[src/rtl/bit_permute_pipe.sv]
// Two-stage bit-permutation pipeline: S1 registers the word and its mode, S2 registers
// the permuted result. Holds up to two words under backpressure; counts output transfers.
module bit_permute_pipe #(
  parameter int WIDTH = 8,
  parameter int GROUP = 4,
  parameter int LANES = 2,
  parameter int CNT_W = 16
) (
  input  logic                     clk,
  input  logic                     rst,
  input  logic                     in_valid,
  output logic                     in_ready,
  input  logic [1:0]               in_mode,
  input  logic [LANES*WIDTH-1:0]   in_data,
  output logic                     out_valid,
  input  logic                     out_ready,
  output logic [LANES*WIDTH-1:0]   out_data,
  output logic [CNT_W-1:0]         xfer_count
);

  localparam int NG = WIDTH / GROUP;

  typedef enum logic [1:0] {
    MODE_PASS     = 2'b00,
    MODE_REV      = 2'b01,
    MODE_GRP_REV  = 2'b10,
    MODE_GRP_SWAP = 2'b11
  } mode_t;

  logic                   s1_valid;
  logic [LANES*WIDTH-1:0] s1_data;
  mode_t                  s1_mode;
  logic                   s2_valid;
  logic [LANES*WIDTH-1:0] s2_data;
  logic [LANES*WIDTH-1:0] perm;
  logic [CNT_W-1:0]       count;
  logic                   s1_load;
  logic                   s2_load;

  assign s2_load  = !s2_valid || out_ready;
  assign s1_load  = !s1_valid || s2_load;
  // Equivalent to (S1 empty) | (S2 empty) | out_ready.
  assign in_ready = s1_load;

  // Each output bit is a 4:1 mux over constant source positions.
  for (genvar k = 0; k < LANES; k++) begin : g_lane
    for (genvar i = 0; i < WIDTH; i++) begin : g_bit
      localparam int GI = i / GROUP;
      localparam int JI = i % GROUP;
      localparam int B  = k * WIDTH;
      assign perm[B+i] =
        (s1_mode == MODE_PASS)    ? s1_data[B+i] :
        (s1_mode == MODE_REV)     ? s1_data[B+WIDTH-1-i] :
        (s1_mode == MODE_GRP_REV) ? s1_data[B+GI*GROUP+GROUP-1-JI] :
                                    s1_data[B+(NG-1-GI)*GROUP+JI];
    end
  end

  always_ff @(posedge clk or posedge rst) begin
    if (rst) begin
      s1_valid <= 1'b0;
      s1_data  <= '0;
      s1_mode  <= MODE_PASS;
      s2_valid <= 1'b0;
      s2_data  <= '0;
      count    <= '0;
    end else begin
      if (s1_load) begin
        s1_valid <= in_valid;
        s1_data  <= in_data;
        s1_mode  <= mode_t'(in_mode);
      end
      if (s2_load) begin
        s2_valid <= s1_valid;
        if (s1_valid) s2_data <= perm;
      end
      if (s2_valid && out_ready) count <= count + 1'b1;
    end
  end

  assign out_valid  = s2_valid;
  assign out_data   = s2_data;
  assign xfer_count = count;

endmodule

[config.mk]
export PLATFORM = sky130hd
export DESIGN_NAME = bit_permute_pipe
export DESIGN_NICKNAME = d
export VERILOG_FILES = /design/src/rtl/bit_permute_pipe.sv
export SDC_FILE = /design/constraint.sdc
export NUM_CORES = 1
export LEC_CHECK = 0
export ABC_AREA = 0
export CAP_MARGIN = 0
export CORE_ASPECT_RATIO = 0.5
export CORE_MARGIN = 5
export CORE_UTILIZATION = 56
export CTS_BUF_LIST = sky130_fd_sc_hd__clkbuf_2 sky130_fd_sc_hd__clkbuf_4 sky130_fd_sc_hd__clkbuf_8
export CTS_CLUSTER_SIZE = 40
export DETAILED_ROUTE_END_ITERATION = 8
export GPL_TIMING_DRIVEN = 0
export HOLD_SLACK_MARGIN = 0.02
export PLACE_DENSITY = 0.93
export SYNTH_ARGS = -nofsm -noshare
export SYNTH_HDL_FRONTEND = slang
export SYNTH_SLANG_ARGS = --single-unit
[constraint.sdc]
create_clock -name clk -period 3 [get_ports clk]
set_input_delay 0.45 -clock clk [delete_from_list [all_inputs] [get_ports clk]]
set_output_delay 0.45 -clock clk [all_outputs]
set_load 0.05 [all_outputs]
==> results of run 1 <==
state kept, by name, summed over array words and instances (netlist names):
name        count
out_data       16
s1_data        16
xfer_count     16
s1_mode         2
out_valid       1
s1_valid        1
worst max-delay path: cells and delay by family:
family | cells | cell delay [ps]
buf+inv | 3 | 1630
simple gates | 1 | 160
worst max-delay path by stage:
| stage | from | endpoint | depth (start not counted) |
|---|---|---|---|
| floorplan | out_valid | out_data[0] | 4 |
| global placement | out_ready | in_ready | 4 |
| detailed placement | out_ready | in_ready | 4 |
| CTS | out_ready | in_ready | 4 |
| global route | out_ready | in_ready | 4 |
| finish | out_ready | in_ready | 4 |
cell type report:
class | instances | area [sq um]
clock inverters | 2 | 12.5
well taps | 57 | 71.3
plain buffers | 7 | 53.8
multi-input cells | 96 | 1090
fillers | 288 | 1140
repair buffers | 56 | 571
flip-flops and latches | 52 | 1300
clock buffers | 5 | 68.8
inverters | 2 | 7.51
cells in the final DEF (no fill, tap or decap):
cell,Yosys,final
buf_6,1,1
mux2_2,35,35
clkdlybuf4s50_1,0,55
nand3b_1,1,1
dfrtp_1,52,52
buf_12,0,1
buf_8,1,1
nor2_1,4,4
nand4_1,4,4
ha_1,1,1
nand2_1,7,7
clkinv_2,0,1
or2b_1,1,1
and3_1,2,2
clkinvlp_4,0,1
xor2_1,3,3
nand2b_1,2,2
buf_4,1,1
inv_2,0,1
xnor2_1,12,12
buf_2,4,4
nand3_1,6,6
nor3_1,2,2
clkbuf_8,0,5
inv_1,2,1
mux4_1,13,13
mux4_2,3,3
routing by layer:
metal / wire length, microns / global-route usage, % / vias to the layer above
met5: 0 / 0 / -
met4: 72 / 5.90 / 0
met3: 223 / 6.20 / 8
met2: 2380 / 30.5 / 32
met1: 1980 / 20.6 / 794
li1: - / - / 714
synthesized netlist by cell type (all sizes together):
library cell / number / area share (%)
and3: 2 / 0.51
nand3: 6 / 1.2
inv: 2 / 0.31
buf: 7 / 2.2
nand3b: 1 / 0.31
nor3: 2 / 0.41
nand2b: 2 / 0.51
xor2: 3 / 1.1
xnor2: 12 / 4.3
nor2: 4 / 0.61
ha: 1 / 0.51
nand4: 4 / 1.0
nand2: 7 / 1.1
or2b: 1 / 0.31
dfrtp: 52 / 53
mux2: 35 / 16
mux4: 16 / 17
stage by stage:
stage	util [%]	worst slack (ps)	std cells	hold WS, ps	cell area, sq um
after floorplan	-	1230	157	457	2460
after global placement	71.3	305	269	460	3080
after detailed placement	71.7	315	270	470	3100
after CTS	73.6	287	277	440	3180
after global routing	73.6	245	277	467	3180
final	73.6	292	277	431	3180
power by group:
part,leakage [nW],internal (W),switching (W)
clock network,0.0400,0.000158,0.000219
logic,0.668,0.000397,0.000566
registers,0.625,0.000836,0.000116
kinds of logic after synthesis:
group	share of synthesized area (%)
XOR/XNOR	5.35
adder cells (fa/ha/maj)	0.509
buffers and inverters	2.50
flip-flops	53.0
multiplexers	32.7
AND/OR/NAND/NOR	5.96
==> metrics.csv, run 1 <==
metric,value,unit
die-area,5890,sq um
dr.first_iter.drc_count,46,
cp_max_fo,10,
post-route-period-util,90.3,%
crit_path_cell_trace,clkdlybuf4s50_1 -> nand3b_1 -> buf_2 -> clkdlybuf4s50_1,
cp_slowest_cell,clkdlybuf4s50_1,
start_util,56.9,%
max_cap_viol_count,0,
rsz0062_at_grt,false,
cts_sinks,52,
tns,0,ps
skew,8.18,ps
fin_total_pwr,0.00229,W
r2r_slack,1370,ps
viasPerCell,5.59,
overflow,0,
syn-cell-area,2460,sq um
fin_crit,2710,ps
cts.path.max_buffers,2,
p_leak,1.33,nW
grt_pass1_vias,1743,
pin_count,56,
h-tree-depth,2,
syn-num-nets,180,
ir_worst_vdd,0.000312,V
end_kind,primary output,
clock_latency,300,ps
antenna_found_initial,0,
clkTransAtPathRegs,90,ps
grt_usage,17.6,%
grt_max_degree,37,
synth-seq-cells,52,
hold_buffers,0,
cts.repair.resized,0,
portBuffers,55,
coreArea,4320,sq um
reg2reg_from,out_valid,
syn_inst,157,
die_y,56.8,microns
dp_hpwl,3460,microns
synth-seq-area-share,53.0,%
routed_wl,4650,microns
powerDensity,721,nW/um^2
rr_endpoint,out_data[8],
antenna_cells,0,
hold_path.class,input port to asynchronous set/reset pin,
rows,17,
worst_path_largest_cell_delay,850,ps
ys_warn_count,0,
run_status,"finished, final reports clean",
syn_to_final_growth,29.4,%
arrival,2260,ps
final_max_slew_viol_count,0,
path_class,input port to primary output,
cts_buffers,5,
antenna_left,0,
crit_required,2550,ps
finalSetupViolations,0,
finalWeightedCongestion,0.729,
dr_total_vias,1548,
tightest_slew,654,ps
synth.avg_cell_area,15.6,sq um
rr_worst_depth,4,
drc,0,
cp-start-kind,input port,
fmax,369,MHz
wl_per_cell,16.8,microns
cts_tree,done,
yosysUniqueCellTypes,21,
first_pass_iters,4,
hold_violations,0,
grt_pass1_wl,8360,microns
crit_top_cell,clkdlybuf4s50_1,
fp.dieW,104,microns
post_cts_buffers,0,
fin_nets,243,
slew_headroom,56.0,%
root_buffer,clkbuf_8,
drive_gt1_share,24.5,%
(Power assumes the default switching activity.)
==> run 2: changes to the inputs <==
- CORE_MARGIN: 5 -> not set
==> run 2 against run 1 <==
  * Global-route usage rose by 5.3 points
  * Sequential share of layout area is 0.096 points lower
  * Critical path depth is the same
  * Largest power group unchanged
  * Critical endpoint unchanged
  * Clock skew increased by 2.6 ps
  * Die area down 21%
  * Via count rose by 2.1%
  * Clock power grew 7.2%
  * Largest cell class unchanged
==> metrics.csv, run 2 (synthesis results as in run 1) <==
metric,value,unit,change
rsz0062_at_grt,false,,
worst-path-stages,4,,unchanged
path_delay_family,buffers and inverters,,
clockPowerShare,17.3,%,+0.8 points
dr_total_vias,1580,,+2.1%
cp-start-kind,input port,,
path_class,input port to primary output,,
ir_worst_vdd,0.000345,V,+10%
whs,416,ps,-14.8 ps
h-tree-depth,2,,unchanged
powerDensity,731,nW/um^2,+1.3%
rows,16,,-1
rr_worst_depth,4,,unchanged
first_pass_iters,4,,unchanged
drive_gt1_share,24.9,%,+0.34 points
grt_pass1_wl,7890,microns,-5.5%
cts_buffers,5,,unchanged
syn_to_final_growth,29.8,%,
cts_tree,done,,
crit_top_cell,clkdlybuf4s50_1,,
cts.path.max_buffers,2,,unchanged
coreArea,4040,sq um,-6.3%
final_max_slew_viol_count,0,,unchanged
worst_path_largest_cell_delay,850,ps,about the same
swShare,39.5,%,+0.19 points
final_common_cell,clkdlybuf4s50_1,,
dp_hpwl,3310,microns,-4.4%
hold_buffers,0,,unchanged
arrival,2280,ps,+20 ps
clock_latency,300,ps,about the same
cts_sinks,52,,unchanged
grt_usage,22.8,%,+5.3 points
finalWeightedCongestion,0.737,,+1.0%
pin_count,56,,unchanged
overflow,0,,unchanged
antenna_found_initial,0,,unchanged
post-route-period-util,91.0,%,+0.75 points
combPwrFrac,41.5,%,-0.5 points
reg2reg_from,out_valid,,
cts.repair.resized,0,,unchanged
cp_max_fo,10,,unchanged
crit_path_cell_trace,clkdlybuf4s50_1 -> nand3b_1 -> buf_2 -> clkdlybuf4s50_1,,
startpoint,out_ready,,
crit_required,2550,ps,about the same
crit_end,in_ready,,
dr.first_iter.drc_count,53,,+15%
path_buf_inv,3,,unchanged
p_int,0.00141,W,+1.2%
pre_cts_ws,301,ps,-14.6 ps
clkTransAtPathRegs,100,ps,about the same
root_buffer,clkbuf_8,,
die_y,48.8,microns,-14%
max_cap_viol_count,0,,unchanged
antenna_cells,0,,unchanged
hold_violations,0,,unchanged
slew_headroom,52.1,%,-3.9 points
rr_endpoint,xfer_count[7],,
p_leak,1.34,nW,+0.36%
finalSetupViolations,0,,unchanged
end_kind,primary output,,
die-area,4670,sq um,-21%
antenna_left,0,,unchanged
fin_crit,2730,ps,+22.6 ps
fin_nets,243,,unchanged
setup_slack,270,ps,-22.6 ps
switchingPower,0.000919,W,+2.1%
start_util,60.7,%,+3.9 points
wl_per_cell,16.9,microns,+0.71%
fp.dieW,95.7,microns,-7.7%
mostFrequentLayoutCells,"clkdlybuf4s50_1 (55), dfrtp_1 (52), mux2_2 (35)",,
fin_cells,275,,-0.72%
run_status,"finished, final reports clean",,
cp_slowest_cell,clkdlybuf4s50_1,,
grt_max_degree,39,,+5.4%
final_util,78.8,%,+5.2 points
portBuffers,55,,unchanged
share_seq_of_total_power,41.2,%,-0.3 points
hold_path.class,input port to asynchronous set/reset pin,,
skew,10.8,ps,+2.63 ps
post_cts_buffers,0,,unchanged
tns,0,ps,unchanged
tightest_slew,713,ps,+58.2 ps
viasPerCell,5.75,,+2.8%
dp_cells,267,,-1.1%
routed_wl,4650,microns,about the same
drc,0,,unchanged
r2r_slack,1320,ps,-50 ps
fmax,366,MHz,-0.83%
grt_pass1_vias,1636,,-6.1%
==> run 2: power groups by stage <==
stage	sequential, W	combinational, W	clock (W)
after floorplan	0.00133	0.000275	0
after global placement	0.000955	0.000945	0
after detailed placement	0.000968	0.000971	0
after CTS	0.000956	0.000973	0.000415
after global routing	0.000980	0.00101	0.000448
final	0.000958	0.000966	0.000404
==> run 2: per-stage QoR <==
stage               power (W)  area (sq um)
floorplan             0.00160          2460
global placement      0.00190          3070
detailed placement    0.00194          3090
CTS                   0.00234          3190
global route          0.00244          3190
finish                0.00233          3190
==> run 2: worst min path at each step <==
stage / end / slack (ps) / cells after the start
CTS: xfer_count[13] / 420 / 2
detailed placement: xfer_count[15] / 480 / 1
global placement: xfer_count[15] / 460 / 1
global route: xfer_count[13] / 430 / 2
finish: xfer_count[13] / 420 / 2
floorplan: out_valid / 460 / 1
==> run 2: area by class of cell <==
class                   instances  area (sq um)
well taps                      54          67.6
flip-flops and latches         52          1300
inverters                       2          7.51
plain buffers                   7          53.8
repair buffers                 56           571
fillers                       233           857
clock inverters                 2          16.3
clock buffers                   6          76.3
multi-input cells              96          1090
==> run 2: layer usage <==
| metal | routed length (microns) | track usage (%) |
|---|---|---|
| met4 | 61 | 6.97 |
| met1 | 2000 | 29.4 |
| met5 | 0 | 0 |
| met3 | 160 | 5.14 |
| met2 | 2420 | 39.0 |
==> run 3: changes to the inputs <==
- ABC_AREA: 0 -> not set
==> results of run 3 <==
Final layout, timing and power as in run 2 (identical DEF).
